===== config.mk =====
export PLATFORM = sky130hd
export DESIGN_NAME = pixel_frame_rx_flat
export DESIGN_NICKNAME = d
export VERILOG_FILES = /design/src/rtl/pixel_frame_rx_if.sv /design/src/rtl/pixel_frame_rx.sv /design/src/flat_wrapper.sv
export SDC_FILE = /design/constraint.sdc
export NUM_CORES = 1
export LEC_CHECK = 0
export BUFFER_PORTS_ARGS = -buffer_cell sky130_fd_sc_hd__buf_2
export CORE_ASPECT_RATIO = 0.5
export CORE_UTILIZATION = 49
export CTS_BUF_LIST = sky130_fd_sc_hd__clkbuf_4 sky130_fd_sc_hd__clkbuf_8
export DETAILED_ROUTE_END_ITERATION = 10
export GPL_ROUTABILITY_DRIVEN = 1
export PLACE_DENSITY = 0.83
export SLEW_MARGIN = 0
export SYNTH_ARGS = -nofsm -noshare
export SYNTH_HDL_FRONTEND = slang
export SYNTH_SLANG_ARGS = --single-unit

===== constraint.sdc =====
create_clock -name clk -period 1.29 [get_ports clk]
set_input_delay 0.0645 -clock clk [delete_from_list [all_inputs] [get_ports clk]]
set_output_delay 0.0645 -clock clk [all_outputs]
set_load 0.005 [all_outputs]

===== src/rtl/pixel_frame_rx_if.sv =====
// Signal bundle between the pixel source / CNN core and the frame receiver.
// The master side drives pixels and classification results; the slave side is the receiver.
interface pixel_frame_rx_if #(
    parameter int GS_BITS  = 8,
    parameter int BCD_BITS = 4,
    parameter int IMG_DIM  = 30,
    parameter int CNT_BITS = 16
);
    localparam int POS_BITS = $clog2(IMG_DIM);

    logic [GS_BITS-1:0]  pixel_i;
    logic                pixel_i_valid;
    logic [GS_BITS-1:0]  pix_o;
    logic                pix_o_valid;
    logic [POS_BITS-1:0] pix_o_row;
    logic [POS_BITS-1:0] pix_o_col;
    logic                pix_o_sof;
    logic                pix_o_eof;
    logic                cls_done;
    logic [BCD_BITS-1:0] cls_digit;
    logic [BCD_BITS-1:0] digit_o;
    logic                digit_o_valid;
    logic                busy;
    logic                overrun;
    logic [CNT_BITS-1:0] frame_count;

    modport master (
        output pixel_i, pixel_i_valid, cls_done, cls_digit,
        input  pix_o, pix_o_valid, pix_o_row, pix_o_col, pix_o_sof, pix_o_eof,
        input  digit_o, digit_o_valid, busy, overrun, frame_count
    );

    modport slave (
        input  pixel_i, pixel_i_valid, cls_done, cls_digit,
        output pix_o, pix_o_valid, pix_o_row, pix_o_col, pix_o_sof, pix_o_eof,
        output digit_o, digit_o_valid, busy, overrun, frame_count
    );
endinterface


===== src/rtl/pixel_frame_rx.sv =====
// Frame receiver: tags incoming pixels with row/col/sof/eof, then holds off new pixels
// until the CNN core reports a classification, which is forwarded as a one-cycle pulse.
module pixel_frame_rx #(
    parameter int GS_BITS  = 8,
    parameter int BCD_BITS = 4,
    parameter int IMG_DIM  = 30,
    parameter int CNT_BITS = 16
) (
    input  logic             clk,
    input  logic             rst,
    pixel_frame_rx_if.slave  bus
);
    localparam int POS_BITS = $clog2(IMG_DIM);
    localparam logic [POS_BITS-1:0] LAST_POS = POS_BITS'(IMG_DIM - 1);

    typedef enum logic {RECV = 1'b0, WAIT = 1'b1} state_t;

    state_t              r_state, w_state_next;
    logic [POS_BITS-1:0] r_row, w_row_next;
    logic [POS_BITS-1:0] r_col, w_col_next;
    logic [GS_BITS-1:0]  r_pix, w_pix_next;
    logic                r_pix_valid, w_pix_valid_next;
    logic [POS_BITS-1:0] r_pix_row, w_pix_row_next;
    logic [POS_BITS-1:0] r_pix_col, w_pix_col_next;
    logic                r_sof, w_sof_next;
    logic                r_eof, w_eof_next;
    logic [BCD_BITS-1:0] r_digit, w_digit_next;
    logic                r_digit_valid, w_digit_valid_next;
    logic                r_overrun, w_overrun_next;
    logic [CNT_BITS-1:0] r_frame_count, w_frame_count_next;

    logic w_last_col;
    logic w_last_pix;

    assign w_last_col = (r_col == LAST_POS);
    assign w_last_pix = w_last_col && (r_row == LAST_POS);

    always_comb begin
        w_state_next       = r_state;
        w_row_next         = r_row;
        w_col_next         = r_col;
        w_pix_next         = r_pix;
        w_pix_valid_next   = 1'b0;
        w_pix_row_next     = r_pix_row;
        w_pix_col_next     = r_pix_col;
        w_sof_next         = r_sof;
        w_eof_next         = r_eof;
        w_digit_next       = r_digit;
        w_digit_valid_next = 1'b0;
        w_overrun_next     = r_overrun;
        w_frame_count_next = r_frame_count;

        case (r_state)
            RECV: begin
                // cls_done is deliberately ignored here: no frame is outstanding.
                if (bus.pixel_i_valid) begin
                    w_pix_next       = bus.pixel_i;
                    w_pix_valid_next = 1'b1;
                    w_pix_row_next   = r_row;
                    w_pix_col_next   = r_col;
                    w_sof_next       = (r_row == '0) && (r_col == '0);
                    w_eof_next       = w_last_pix;
                    if (w_last_pix) begin
                        w_row_next   = '0;
                        w_col_next   = '0;
                        w_state_next = WAIT;
                    end else if (w_last_col) begin
                        w_col_next = '0;
                        w_row_next = r_row + 1'b1;
                    end else begin
                        w_col_next = r_col + 1'b1;
                    end
                end
            end
            WAIT: begin
                // A pixel here is dropped even when cls_done arrives in the same cycle.
                if (bus.pixel_i_valid) begin
                    w_overrun_next = 1'b1;
                end
                if (bus.cls_done) begin
                    w_digit_next       = bus.cls_digit;
                    w_digit_valid_next = 1'b1;
                    w_frame_count_next = r_frame_count + 1'b1;
                    w_state_next       = RECV;
                end
            end
            default: w_state_next = RECV;
        endcase
    end

    always_ff @(posedge clk) begin
        if (!rst) begin
            r_state       <= RECV;
            r_row         <= '0;
            r_col         <= '0;
            r_pix         <= '0;
            r_pix_valid   <= 1'b0;
            r_pix_row     <= '0;
            r_pix_col     <= '0;
            r_sof         <= 1'b0;
            r_eof         <= 1'b0;
            r_digit       <= '0;
            r_digit_valid <= 1'b0;
            r_overrun     <= 1'b0;
            r_frame_count <= '0;
        end else begin
            r_state       <= w_state_next;
            r_row         <= w_row_next;
            r_col         <= w_col_next;
            r_pix         <= w_pix_next;
            r_pix_valid   <= w_pix_valid_next;
            r_pix_row     <= w_pix_row_next;
            r_pix_col     <= w_pix_col_next;
            r_sof         <= w_sof_next;
            r_eof         <= w_eof_next;
            r_digit       <= w_digit_next;
            r_digit_valid <= w_digit_valid_next;
            r_overrun     <= w_overrun_next;
            r_frame_count <= w_frame_count_next;
        end
    end

    assign bus.pix_o         = r_pix;
    assign bus.pix_o_valid   = r_pix_valid;
    assign bus.pix_o_row     = r_pix_row;
    assign bus.pix_o_col     = r_pix_col;
    assign bus.pix_o_sof     = r_sof;
    assign bus.pix_o_eof     = r_eof;
    assign bus.digit_o       = r_digit;
    assign bus.digit_o_valid = r_digit_valid;
    assign bus.busy          = (r_state == WAIT);
    assign bus.overrun       = r_overrun;
    assign bus.frame_count   = r_frame_count;
endmodule


===== src/flat_wrapper.sv =====
// flat-port wrapper written by rule: the top's interface ports become plain ports
module pixel_frame_rx_flat 
#(
    parameter int GS_BITS  = 8,
    parameter int BCD_BITS = 4,
    parameter int IMG_DIM  = 30,
    parameter int CNT_BITS = 16
)
  (clk, rst, bus_pixel_i, bus_pixel_i_valid, bus_cls_done, bus_cls_digit, bus_pix_o, bus_pix_o_valid, bus_pix_o_row, bus_pix_o_col, bus_pix_o_sof, bus_pix_o_eof, bus_digit_o, bus_digit_o_valid, bus_busy, bus_overrun, bus_frame_count);
  pixel_frame_rx_if #(.GS_BITS(GS_BITS), .BCD_BITS(BCD_BITS), .IMG_DIM(IMG_DIM), .CNT_BITS(CNT_BITS)) bus_i ();
  input  logic clk;
  input  logic rst;
  input wire logic [$bits(bus_i.pixel_i)-1:0] bus_pixel_i;
  input wire logic [$bits(bus_i.pixel_i_valid)-1:0] bus_pixel_i_valid;
  input wire logic [$bits(bus_i.cls_done)-1:0] bus_cls_done;
  input wire logic [$bits(bus_i.cls_digit)-1:0] bus_cls_digit;
  output wire logic [$bits(bus_i.pix_o)-1:0] bus_pix_o;
  output wire logic [$bits(bus_i.pix_o_valid)-1:0] bus_pix_o_valid;
  output wire logic [$bits(bus_i.pix_o_row)-1:0] bus_pix_o_row;
  output wire logic [$bits(bus_i.pix_o_col)-1:0] bus_pix_o_col;
  output wire logic [$bits(bus_i.pix_o_sof)-1:0] bus_pix_o_sof;
  output wire logic [$bits(bus_i.pix_o_eof)-1:0] bus_pix_o_eof;
  output wire logic [$bits(bus_i.digit_o)-1:0] bus_digit_o;
  output wire logic [$bits(bus_i.digit_o_valid)-1:0] bus_digit_o_valid;
  output wire logic [$bits(bus_i.busy)-1:0] bus_busy;
  output wire logic [$bits(bus_i.overrun)-1:0] bus_overrun;
  output wire logic [$bits(bus_i.frame_count)-1:0] bus_frame_count;
  assign bus_i.pixel_i = bus_pixel_i;
  assign bus_i.pixel_i_valid = bus_pixel_i_valid;
  assign bus_i.cls_done = bus_cls_done;
  assign bus_i.cls_digit = bus_cls_digit;
  assign bus_pix_o = bus_i.pix_o;
  assign bus_pix_o_valid = bus_i.pix_o_valid;
  assign bus_pix_o_row = bus_i.pix_o_row;
  assign bus_pix_o_col = bus_i.pix_o_col;
  assign bus_pix_o_sof = bus_i.pix_o_sof;
  assign bus_pix_o_eof = bus_i.pix_o_eof;
  assign bus_digit_o = bus_i.digit_o;
  assign bus_digit_o_valid = bus_i.digit_o_valid;
  assign bus_busy = bus_i.busy;
  assign bus_overrun = bus_i.overrun;
  assign bus_frame_count = bus_i.frame_count;
  pixel_frame_rx #(.GS_BITS(GS_BITS), .BCD_BITS(BCD_BITS), .IMG_DIM(IMG_DIM), .CNT_BITS(CNT_BITS)) u_core (.clk(clk), .rst(rst), .bus(bus_i));
endmodule

Word level (Yosys, flattened, before mapping)
Cells that the tools add are included.
{ "word_totals": {"in_bits": 16, "output_inout_bits": 44, "ff_bits": 54, "elab_cells": 41} }
{ "op_classes": {"muxes": 10, "n_eq_ne": 2, "add_sub_neg": 3, "reduce_logical": 11, "bitwise": 2} }
{ "ops": {"columns": ["op", "n"], "rows": [
  ["2-to-1 mux 5 bit", 4],
  ["adder 16 x 1 -> 16 bit (second input constant)", 1],
  ["adder 5 x 1 -> 5 bit (second input constant)", 2],
  ["equality test 5 bit (second input constant)", 2],
  ["logical NOT 5 bit", 2],
  ["AND reduction 2 bit", 4],
  ["2-to-1 mux 1 bit", 5],
  ["AND reduction 3 bit", 1],
  ["logical AND 1 bit", 2],
  ["NOT 1 bit", 2],
  ["case mux 1 bit (2 select lines)", 1],
  ["nonzero test 2 bit", 1],
  ["OR reduction 2 bit", 1]
]} }

Depth between registers and ports, before layout
{ "depth": {"word_depth": 5, "mapped_depth": 6, "ltp_nobuf": 6} }

Worst setup path before layout
OpenSTA, ideal clock, no wires.
{ "synth_path": {"path_kind": "register -> register", "from": "reg u_core.r_frame_count[2] (netlist: u_core.bus.frame_count[2])", "to": "reg u_core.r_frame_count[15] (netlist: u_core.bus.frame_count[15])", "stages_incl_launch_ff": 5, "t_arrival_ps": 1375, "path_slack_ps": -155, "t_required_ps": 1220, "setup_time_ps": 70, "path_cell_list": "dfxtp_1 and4_2 nand2_4 or4_1 a21oi_1"} }
{ "synth_via": {"elab_chain_len": 1} }
{ "synth_rtl": {"columns": ["element", "line_no", "source"], "rows": [
  ["from (decl)", "pixel_frame_rx.sv:30", "logic [CNT_BITS-1:0] r_frame_count, w_frame_count_next;"],
  ["from (signal assigned)", "pixel_frame_rx.sv:119", "r_frame_count <= w_frame_count_next;"],
  ["adder 16 x 1 -> 16 bit", "pixel_frame_rx.sv:83", "w_frame_count_next = r_frame_count + 1'b1;"]
]} }
No other way between the ends.
A chain may end at the register's enable or synchronous reset.

Final worst setup path
{ "layout_path": {"from": "reg u_core.r_frame_count[7] (netlist: u_core.bus.frame_count[7])", "to": "reg u_core.r_frame_count[13] (netlist: u_core.bus.frame_count[13])"} }
The elaborated chain is that of the path after synthesis.

==> parameters.txt <==
Parameter                              Value

Status
  Run status    finished, violations left
  Failing checks    setup timing

Placed design
  DP HPWL    4048 µm
  RD Place Congestion    0.8792
  Input/output buffers    59
  Cell area after placement    2882 µm²
  Cell Count Post-Placement    407

Detailed routing
  DRC violation count after routing    0
  Wire per inst    16.34 µm
  Routed via count divided by cell count    5.704
  Initial detailed-routing violation count    139
  1st-pass router iterations    7
  Vias    2470
  Wire length after detailed routing    7074 µm
  Antenna-violating nets left    0

Cells and area
  Area growth from synthesis to final layout    49.94%
  ANT cells    0
  Layout cells sized above 1    44.59%
  Non-filler cells in the finished layout    433
  Leading cell type in the layout, fill and taps excluded    sky130_fd_sc_hd__buf_2
  Commonest cells after routing, fill and taps aside    59 x sky130_fd_sc_hd__buf_2, 54 x sky130_fd_sc_hd__nand2_1, 43 x sky130_fd_sc_hd__buf_4
  Fin area    3351 µm²
  Nets    401

Critical path
  Maximum net fanout on the critical path    4
  Data required time at the worst endpoint    1.53 ns
  Type of origin of the critical path    flip-flop
  Launch instance of the worst register-to-register path    u_core.bus.frame_count[7]$_SDFFE_PN0P_
  Worst flop-to-flop path endpoint    u_core.bus.frame_count[13]$_SDFFE_PN0P_
  Worst Path Buf+Inv    1
  CP Cell Sequence    and4_4 -> nand4_1 -> buf_4 -> or3_1 -> a21oi_2
  Sort of element at the end of the critical path    flip-flop
  Category of the critical setup timing path    flip-flop to flip-flop
  Cell class contributing the biggest share of worst-path delay    simple AND/OR/NAND/NOR gates
  CP max-delay cell    sky130_fd_sc_hd__dfxtp_2
  Maximum single-stage delay on the critical path    0.34 ns
  Worst reg-to-reg path cell count    5
  Worst R2R Setup Slack    -0.17 ns
  Data arrival time of the critical path    1.70 ns

Die
  Placement row count    16
  Number of top-level design ports    60
  Vert. Die Dim    49.75 µm
  Die area    4851 µm²
  Core Region    4124 µm²
  Initial standard-cell utilization of the core    54.19%
  Floorplan die width    97.51 µm

Yosys
  Share of async-settable or async-resettable flops after synthesis    0%
  Dominant synthesized flop cell    sky130_fd_sc_hd__dfxtp_1
  Mean instance size in the synthesized netlist    8.307 µm²
  Cell area after technology mapping    2235 µm²
  Yosys warnings    0
  EDFF count, synth    0
  Number of register bits inferred by synthesis    54
  Number of library cell types mapped by synthesis    35
  Number of nets produced by synthesis    292
  Portion of the post-synthesis area used by sequential elements    48.38%
  Gate count after technology mapping    269

Global route
  Pin count of the biggest net entering global routing    26
  GRT Overall Usage    25.30%
  Sum of overflow across all layers after global routing    0
  Number of global-route vias before repair    2265
  Initial antenna violation count    0
  Global-route wire length before repair    9942 µm

Clocking
  Number of sinks handled by clock tree synthesis    54
  Maximum buffer depth of the clock tree    2
  TritonCTS buffer count    5
  Clock tree from TritonCTS    built
  H-tree levels    2
  Skew-Pair Late Insertion Delay    0.31 ns
  Clock transition time at the flip-flop clock pins of the worst setup and hold paths    0.09 ns
  Clock root buffer    sky130_fd_sc_hd__clkbuf_8

Pwr
  Total chip power    2.912 mW
  Power density over the cells    869.0 nW/µm²
  P_leak    1.487 nW
  Worst VDD drop    411.4 µV

Timing
  Worst slew margin relative to its limit    81.24%
  Share of the clock period used by the worst path after layout    112.9%
  RSZ-0062 raised after global routing    true
  Final-report max-slew violation count    0
  Worst-margin pin slew    0.2789 ns
  Final hold viol count    0
  Worst Slack Setup Final    -0.1669 ns
  Worst clock skew    0.006933 ns
  Time the worst path needs with I/O delays and setup    1.457 ns
  Final setup fails    12
  Maximum frequency from static timing analysis    686.4 MHz

Min path
  Hold worst-path end    u_core.bus.digit_o[3]$_SDFFE_PN0P_
  Hold/Removal Path Class    input pin to flip-flop
  Worst hold path cell count    3
  Start point of the worst hold path    bus_cls_digit[3]

Run
  Number of max-cap violations    0
==> how the worst max path moves through the flow <==
stage,start,end,slack (ns),cells past startpoint
3_3_place_gp,u_core.bus.frame_count[6]$_SDFFE_PN0P_,u_core.bus.frame_count[15]$_SDFFE_PN0P_,-0.05,4
5_1_grt,u_core.r_col[1]$_SDFFE_PN0P_,u_core.r_row[1]$_SDFFE_PN0P_,-0.22,7
4_1_cts,u_core.bus.busy$_SDFF_PN0_,u_core.bus.frame_count[15]$_SDFFE_PN0P_,-0.11,4
3_5_place_dp,u_core.bus.busy$_SDFF_PN0_,u_core.bus.busy$_SDFF_PN0_,-0.17,5
2_1_floorplan,u_core.bus.frame_count[6]$_SDFFE_PN0P_,u_core.bus.frame_count[15]$_SDFFE_PN0P_,-0.07,4
6_report,u_core.bus.frame_count[7]$_SDFFE_PN0P_,u_core.bus.frame_count[13]$_SDFFE_PN0P_,-0.17,5
==> kinds of logic after synthesis <==
family                     Yosys count  share of synthesized area (%)
and+or+nand+nor                    123                          26.04
DFF                                 54                          48.38
AOI/OAI and AO/OA                   49                          12.32
buffers and inverters               24                          4.590
xor gates and xnor gates            11                          4.312
adders and majority gates            7                          3.919
muxes                                1                         0.4479
==> registers in the layout, summed over array words and instances (netlist names) <==
register	flops
u_core.bus.pix_o_sof	1
u_core.bus.pix_o	8
u_core.bus.pix_o_eof	1
u_core.r_row	5
u_core.bus.pix_o_valid	1
u_core.bus.digit_o_valid	1
u_core.bus.busy	1
u_core.bus.pix_o_col	5
u_core.bus.overrun	1
u_core.r_col	5
u_core.bus.pix_o_row	5
u_core.bus.frame_count	16
u_core.bus.digit_o	4
==> report_power, final <==
| group | switching (mW) | internal, mW |
|---|---|---|
| combinational | 0.133 | 0.114 |
| sequential | 0.0148 | 1.68 |
| clock | 0.559 | 0.406 |
| total | 0.707 | 2.20 |
==> metrics by stage <==
step                      setup WS [ns]  utilization (%)  hold slack [ns]  setup TNS [ns]
after floorplan                -0.06565                -           0.1862        -0.07852
after global placement         -0.04619            69.87           0.3053         -0.1515
after detailed placement        -0.1723            69.87           0.3101          -2.012
after CTS                       -0.1120            76.00         0.002331         -0.4817
after global routing            -0.2152            81.25          0.04029          -1.939
final                           -0.1669            81.25         0.004593          -1.063
==> synthesized netlist by cell type (2+ instances only) <==
| cell type | n | area share, % |
|---|---|---|
| sky130_fd_sc_hd__nand3_1 | 14 | 3.1 |
| sky130_fd_sc_hd__xnor2_1 | 3 | 1.2 |
| sky130_fd_sc_hd__nand2b_1 | 3 | 0.84 |
| sky130_fd_sc_hd__or3_1 | 3 | 0.84 |
| sky130_fd_sc_hd__nor2_1 | 18 | 3.0 |
| sky130_fd_sc_hd__clkbuf_1 | 11 | 1.8 |
| sky130_fd_sc_hd__buf_2 | 3 | 0.67 |
| sky130_fd_sc_hd__inv_1 | 6 | 1.0 |
| sky130_fd_sc_hd__o2111ai_1 | 2 | 0.78 |
| sky130_fd_sc_hd__nand4_1 | 9 | 2.5 |
| sky130_fd_sc_hd__nand2_1 | 56 | 9.4 |
| sky130_fd_sc_hd__and4_1 | 4 | 1.6 |
| sky130_fd_sc_hd__o211a_1 | 2 | 0.90 |
| sky130_fd_sc_hd__a21oi_1 | 37 | 8.3 |
| sky130_fd_sc_hd__nor3_1 | 5 | 1.1 |
| sky130_fd_sc_hd__buf_4 | 2 | 0.67 |
| sky130_fd_sc_hd__nor2b_1 | 2 | 0.56 |
| sky130_fd_sc_hd__o21ai_0 | 4 | 0.90 |
| sky130_fd_sc_hd__xor2_1 | 8 | 3.1 |
| sky130_fd_sc_hd__nor4_1 | 3 | 0.84 |
| sky130_fd_sc_hd__ha_1 | 7 | 3.9 |
| sky130_fd_sc_hd__dfxtp_1 | 54 | 48 |
==> worst register-to-register path: cells and delay by family, from the launching register on <==
family,cells,cell delay [ns]
buffers and inverters,1,0.20
flip-flops,1,0.34
AO/OA/AOI/OAI,1,0.14
AND/OR/NAND/NOR,3,0.72
==> layer usage <==
layer  track usage [%]  part of all wire (%)
met1             28.72                    41
met2             47.32                    49
met3             5.532                   6.9
met4             9.314                   3.0
met5                 0                     0
==> cell type report <==
type                            count  area, µm²
Fill cell                         232      773.2
Clock inverter                      2      13.76
Timing Repair Buffer              118      795.8
Multi-Input combinational cell    192       1260
Inverter                            7      28.78
Sequential cell                    54       1109
Tap cell                           54      67.56
Clock buffer                        6      76.32
==> repair_timing <==
item                                    4_1_cts  5_1_grt
hold endpoints to repair                      9        0
endpoints found under the setup margin       36       29
pin swaps                                    10       19
setup buffers                                 3        6
gates resized for setup                      15       41
cloned                                        0        1
hold buffers                                  9        0
Note: power is estimated with default switching activity, not from simulation.
